### src/rtl/des_key_sched_rev.sv
// DES key schedule for decryption: emits K16 down to K1, one per handshake,
// by rotating the C/D halves right instead of storing all 16 subkeys.
module des_key_sched_rev (
  input  logic        clk,
  input  logic        rst,
  input  logic        key_valid,
  output logic        key_ready,
  input  logic [63:0] key_in,
  output logic        subkey_valid,
  input  logic        subkey_ready,
  output logic [47:0] subkey,
  output logic [3:0]  subkey_round,
  output logic        subkey_last
);

  localparam int PC1_TAB [56] = '{
    57, 49, 41, 33, 25, 17,  9,  1, 58, 50, 42, 34, 26, 18,
    10,  2, 59, 51, 43, 35, 27, 19, 11,  3, 60, 52, 44, 36,
    63, 55, 47, 39, 31, 23, 15,  7, 62, 54, 46, 38, 30, 22,
    14,  6, 61, 53, 45, 37, 29, 21, 13,  5, 28, 20, 12,  4
  };

  localparam int PC2_TAB [48] = '{
    14, 17, 11, 24,  1,  5,  3, 28, 15,  6, 21, 10,
    23, 19, 12,  4, 26,  8, 16,  7, 27, 20, 13,  2,
    41, 52, 31, 37, 47, 55, 30, 40, 51, 45, 33, 48,
    44, 49, 39, 56, 34, 53, 46, 42, 50, 36, 29, 32
  };

  typedef enum logic {IDLE, EMIT} state_t;

  state_t      state_reg, state_next;
  logic [27:0] c_reg, c_next;
  logic [27:0] d_reg, d_next;
  logic [3:0]  rnd_reg, rnd_next;

  logic [55:0] pc1_bits;
  logic [55:0] cd_bits;
  logic [47:0] pc2_bits;
  logic        unused_parity;

  // FIPS bit n lives at vector bit (width - n).
  generate
    for (genvar gi = 0; gi < 56; gi++) begin : g_pc1
      localparam int SRC = 64 - PC1_TAB[gi];
      assign pc1_bits[55-gi] = key_in[SRC];
    end
    for (genvar gi = 0; gi < 48; gi++) begin : g_pc2
      localparam int SRC = 56 - PC2_TAB[gi];
      assign pc2_bits[47-gi] = cd_bits[SRC];
    end
  endgenerate

  assign unused_parity = ^{key_in[56], key_in[48], key_in[40], key_in[32],
                           key_in[24], key_in[16], key_in[8],  key_in[0]};

  assign cd_bits      = {c_reg, d_reg};
  assign subkey       = pc2_bits;
  assign subkey_round = rnd_reg;
  assign key_ready    = (state_reg == IDLE);
  assign subkey_valid = (state_reg == EMIT);
  assign subkey_last  = (state_reg == EMIT) && (rnd_reg == 4'd0);

  logic one_step;
  assign one_step = (rnd_reg == 4'd15) || (rnd_reg == 4'd8) || (rnd_reg == 4'd1);

  always_comb begin
    state_next = state_reg;
    c_next     = c_reg;
    d_next     = d_reg;
    rnd_next   = rnd_reg;
    case (state_reg)
      IDLE: begin
        // PC1 output is already K16's C/D: the forward shifts total 28.
        if (key_valid) begin
          c_next     = pc1_bits[55:28];
          d_next     = pc1_bits[27:0];
          rnd_next   = 4'd15;
          state_next = EMIT;
        end
      end
      EMIT: begin
        if (subkey_ready) begin
          if (rnd_reg == 4'd0) begin
            state_next = IDLE;
          end else begin
            if (one_step) begin
              c_next = {c_reg[0], c_reg[27:1]};
              d_next = {d_reg[0], d_reg[27:1]};
            end else begin
              c_next = {c_reg[1:0], c_reg[27:2]};
              d_next = {d_reg[1:0], d_reg[27:2]};
            end
            rnd_next = rnd_reg - 4'd1;
          end
        end
      end
      default: state_next = IDLE;
    endcase
  end

  always_ff @(posedge clk or posedge rst) begin
    if (rst) begin
      state_reg <= IDLE;
      c_reg     <= '0;
      d_reg     <= '0;
      rnd_reg   <= '0;
    end else begin
      state_reg <= state_next;
      c_reg     <= c_next;
      d_reg     <= d_next;
      rnd_reg   <= rnd_next;
    end
  end

endmodule

### config.mk
export PLATFORM = sky130hd
export DESIGN_NAME = des_key_sched_rev
export DESIGN_NICKNAME = d
export VERILOG_FILES = /design/src/rtl/des_key_sched_rev.sv
export SDC_FILE = /design/constraint.sdc
export NUM_CORES = 1
export LEC_CHECK = 0
export ABC_AREA = 1
export BUFFER_PORTS_ARGS = -buffer_cell sky130_fd_sc_hd__buf_2
export CAP_MARGIN = 20
export CORE_MARGIN = 3
export CORE_UTILIZATION = 50
export CTS_BUF_LIST = sky130_fd_sc_hd__clkbuf_4 sky130_fd_sc_hd__clkbuf_8
export DETAILED_ROUTE_END_ITERATION = 10
export PLACE_DENSITY = 0.85
export REMOVE_ABC_BUFFERS = 1
export SLEW_MARGIN = 20
export SYNTH_ARGS = -nofsm -noshare
export SYNTH_HDL_FRONTEND = slang
export SYNTH_SLANG_ARGS = --single-unit
### constraint.sdc
create_clock -name clk -period 2 [get_ports clk]
set_input_delay 0.4 -clock clk [delete_from_list [all_inputs] [get_ports clk]]
set_output_delay 0.4 -clock clk [all_outputs]
set_load 0.005 [all_outputs]
# Word-level counts from Yosys, hierarchy flattened
# Index checks and enable logic that the tools add are counted.
dict set report word_totals {
  regBits 61
  out_inout_bits 55
  in_bits 68
  word_cells 35
}
dict set report op_classes {
  n_eq_ne 6
  n_bitwise 1
  reduce_logical 5
  mux 18
  addsub 1
}
# operator count
set op_table {}
lappend op_table {{2-to-1 mux 28 bit} 8}
lappend op_table {{case mux 28 bit (2 select lines)} 2}
lappend op_table {{2-to-1 mux 4 bit} 3}
lappend op_table {{== test 4 bit, second input constant} 2}
lappend op_table {{case mux 4 bit (2 select lines)} 1}
lappend op_table {{inequality test 2 bit, second input constant} 3}
lappend op_table {{== test 4 x 1 -> 1 bit, second input constant} 1}
lappend op_table {{logical NOT 4 bit} 1}
lappend op_table {{subtractor 4 x 1 -> 4 bit, second input constant} 1}
lappend op_table {{2-to-1 mux 1 bit} 3}
lappend op_table {{AND reduction 3 bit} 1}
lappend op_table {{logical OR 1 bit} 2}
lappend op_table {{case mux 1 bit (2 select lines)} 1}
lappend op_table {{logical AND 1 bit} 1}
lappend op_table {{NOT 1 bit} 1}

# Logic depth before layout (Yosys ltp)
dict set report depth {
  ltp_word 7
  ltp_mapped 11
  depth_no_buf 10
}

# Worst setup path after synthesis
# OpenSTA, ideal clock, no wires.
dict set report synth_timing {
  path_type {reg2reg}
  start {register rnd_reg[0], in the netlist subkey_round[0]}
  end {register rnd_reg[2], in the netlist subkey_round[2]}
  t_arrival_ns 1.459
  synth_period_minus_slack_ns 1.584
  path_slack_ns 0.416
  path_stages_with_launch 12
  path_cell_list {dfrtp_1 -> inv_1 -> ha_1 -> nand2_2 -> nor2_2 -> nand2_2 -> nand2_2 -> inv_2 -> buf_6 -> buf_6 -> nand3_1 -> nand3_1}
}
dict set report synth_between {
  elab_chain_cells 4
  word_cells_on_any_way 7
}
# item line_no
set synth_lines {}
lappend synth_lines {{start: declaration} 35} ;# logic [3:0] rnd_reg, rnd_next;
lappend synth_lines {{start signal: assignment} 112} ;# rnd_reg <= rnd_next;
lappend synth_lines {{subtractor 4 x 1 -> 4 bit} 94} ;# rnd_next = rnd_reg - 4'd1;
lappend synth_lines {{2-to-1 mux 4 bit} 84} ;# if (rnd_reg == 4'd0) begin
lappend synth_lines {{2-to-1 mux 4 bit} 83} ;# if (subkey_ready) begin
lappend synth_lines {{case mux 4 bit (2 select lines)} 72} ;# case (state_reg)
# Several ways; a longest one is shown, not always the timed one. The select of a mux whose other input is x is not followed.
# A chain may end at the register's enable or synchronous reset.

# Final worst setup path
dict set report layout_timing {
  start {register rnd_reg[1], in the netlist subkey_round[1]}
  end {output subkey_last}
}
dict set report layout_between {
  elab_chain_cells 2
}
# item line_no
set layout_lines {}
lappend layout_lines {{logical NOT 4 bit} 62} ;# assign subkey_last = (state_reg == EMIT) && (rnd_reg == 4'd0);
lappend layout_lines {{logical AND 1 bit} 62}
lappend layout_lines {{end: declaration} 13} ;# output logic subkey_last
# Every way passes these cells.

==> impl_metrics.env <==
export IMPL_clock_path_buffers=2
export IMPL_grt_overflow=0
export IMPL_grt_pass1_wl_um=18800
export IMPL_p_leak_nw=2.88
export IMPL_grt_max_degree=61
export IMPL_timing_critical_path_arrival_ps=1460
export IMPL_synth_edf_count=0
export IMPL_coreArea_um2=8810
export IMPL_hpwlAfterDp_um=7510
export IMPL_dpl_instance_area_um2=4830
export IMPL_start_util_pct=51.8
export IMPL_place_ws_ps=-64.7
export IMPL_drive_above_1_share_pct=25.3
export IMPL_drc_errors=0
export IMPL_cts_buffers=9
export IMPL_final_cell_area_um2=5050
export IMPL_rows=34
export IMPL_fin_crit_sh_pct=93.2
export IMPL_skew_ps=11.5
export IMPL_die_h_um=101
export IMPL_cts_resized=1
export IMPL_wirelength_um=11300
export IMPL_peakVddDrop_uv=822
export IMPL_crit_fanout=3
export IMPL_status="finished, final reports clean"
export IMPL_hold_class="in2async"
export IMPL_dieArea_um2=10300
export IMPL_ys_seq_area_share_pct=33.5
export IMPL_period_needed_ps=1860
export IMPL_clock_sinks=61
export IMPL_hold_ws_ps=140
export IMPL_synth_flop_cell="dfrtp_1"
export IMPL_grtUsageTotal_pct=21.8
export IMPL_finalMaxSlewViolations=0
export IMPL_multiInputGateArea_um2=2020
export IMPL_max_slew_margin_pct=60.5
export IMPL_postLayoutCoreUtil_pct=57.4
export IMPL_path_clk_slew_ps=70
export IMPL_cellPowerDensity_nw_per_um2=1650
export IMPL_startpoint_type="register"
export IMPL_finalSetupViolCount=0
export IMPL_drv_cap=0
export IMPL_cp_end_kind="output pin"
export IMPL_viasPerCell=5.34
export IMPL_routabilityCongestion=0.803
export IMPL_ys_seq_elements=61
export IMPL_fin_setup_tns_ps=0
export IMPL_dr_pass1_iters=6
export IMPL_postLayoutSetupSlackWorst_ps=137
export IMPL_synth_cell_area_um2=4560
export IMPL_h_tree_depth=3
export IMPL_cts_root_buf="clkbuf_8"
export IMPL_syn_inst=679
export IMPL_io_pins=123
export IMPL_synth_area_top_cells="dfrtp_1 (33%), nand3_1 (12%), nor2_1 (11%)"
export IMPL_drtIter0Drc=245
export IMPL_clock_latency_ps=330
export IMPL_fmax_mhz=537
export IMPL_rsz0062_at_grt="no"
export IMPL_ctsHoldBuffers=0
export IMPL_die_w_um=101
export IMPL_worstMarginPinSlew_ps=593
export IMPL_yosysMostFrequentCell="nor2_1"
export IMPL_cp_required_ps=1600
export IMPL_yosys_warnings=0
export IMPL_synthArstFlopShare_pct=100
export IMPL_hold_violations=0
export IMPL_cts_setup_buffers=0
export IMPL_area_growth_pct=10.9
export IMPL_cts_tree="built"
export IMPL_antenna_left=0
export IMPL_wl_per_cell_um=13.4
export IMPL_seq_area_um2=1530
export IMPL_n_fill_cell=820
export IMPL_syn_avg_cell_area_um2=6.71
export IMPL_finalNetCount=799
export IMPL_vias=4488
export IMPL_crit_type="reg2out"
export IMPL_synth_top_cell_area_share_pct=33.5
export IMPL_synth_cell_type_count=22
export IMPL_io_buffers=114
export IMPL_grt_pass1_vias=4245
export IMPL_antenna_found_initial=0
export IMPL_synth_area_leader_cell="dfrtp_1"
export IMPL_antenna_cells=0
export IMPL_yosys_top_cells_count="nor2_1 (133), nand3_1 (111), inv_1 (110), dfrtp_1 (61), buf_4 (50)"
==> stage by stage <==
stage	total power [W]	std cells
CTS	0.00834	840
global route	0.00914	840
detailed placement	0.00711	824
floorplan	0.00547	584
global placement	0.00692	824
finish	0.00832	840
==> worst max-delay path, cell delays in order (launching register included) <==
cell	delay [ps]
dfrtp_1	400
inv_1	100
ha_2	210
nand2_2	80
nor2_2	120
nand2_2	70
inv_1	50
buf_2	100
==> cells by family after synthesis <==
family	synth area share (%)
flip-flops	33.5
AND/OR/NAND/NOR	34.8
buffers and inverters	22.7
adder cells (fa/ha/maj)	1.10
AO/OA/AOI/OAI	7.91
==> layout make-up <==
class                   count  share of cell area [%]
clock buffers              13                    3.42
clock inverters             3                   0.842
repair buffers            132                    14.2
multi-input cells         407                    39.9
flip-flops and latches     61                    30.3
inverters                 116                    8.66
well taps                 108                    2.67
==> report_power, final <==
part | leakage, nW | switching, W | internal [W]
Combinational | 2.10 | 0.00292 | 0.00188
Clock | 0.109 | 0.000492 | 0.000691
Sequential | 0.672 | 0.000488 | 0.00185
Total | 2.88 | 0.00390 | 0.00442
==> layer usage <==
metal	up-vias	global-route usage (%)	routed length, µm	share of wire [%]
li1	2217	-	-	-
met1	2094	27.7	4690	42
met2	171	37.5	5690	51
met5	-	0	0	0
met4	0	6.13	61	0.54
met3	6	4.61	807	7.2
==> cells in the final DEF, fill, tap and decap left out, drive strengths merged <==
cell type,synthesis,final
a21oi,47,47
a22oi,10,10
buf,85,132
bufinv,0,1
clkbuf,10,13
clkinv,2,3
clkinvlp,0,1
dfrtp,61,61
ha,4,4
inv,114,114
nand2,41,41
nand3,112,112
nand4,47,47
nor2,143,143
o21ai,2,2
o22ai,1,1
==> worst paths after layout <==
check                                     start            to  slack [ps]  cells past startpoint
worst max register to register  subkey_round[1]     c_reg[20]         230                     10
worst min-delay path                        rst      d_reg[5]         140                      3
worst min register to register        c_reg[19]     c_reg[19]         510                      2
worst max-delay path            subkey_round[1]   subkey_last         140                      7
max in group asynchronous                   rst  subkey_valid        1510                      3
min in group clk                     key_in[31]     c_reg[24]         300                      3
Note: power is estimated with default switching activity, not from simulation.
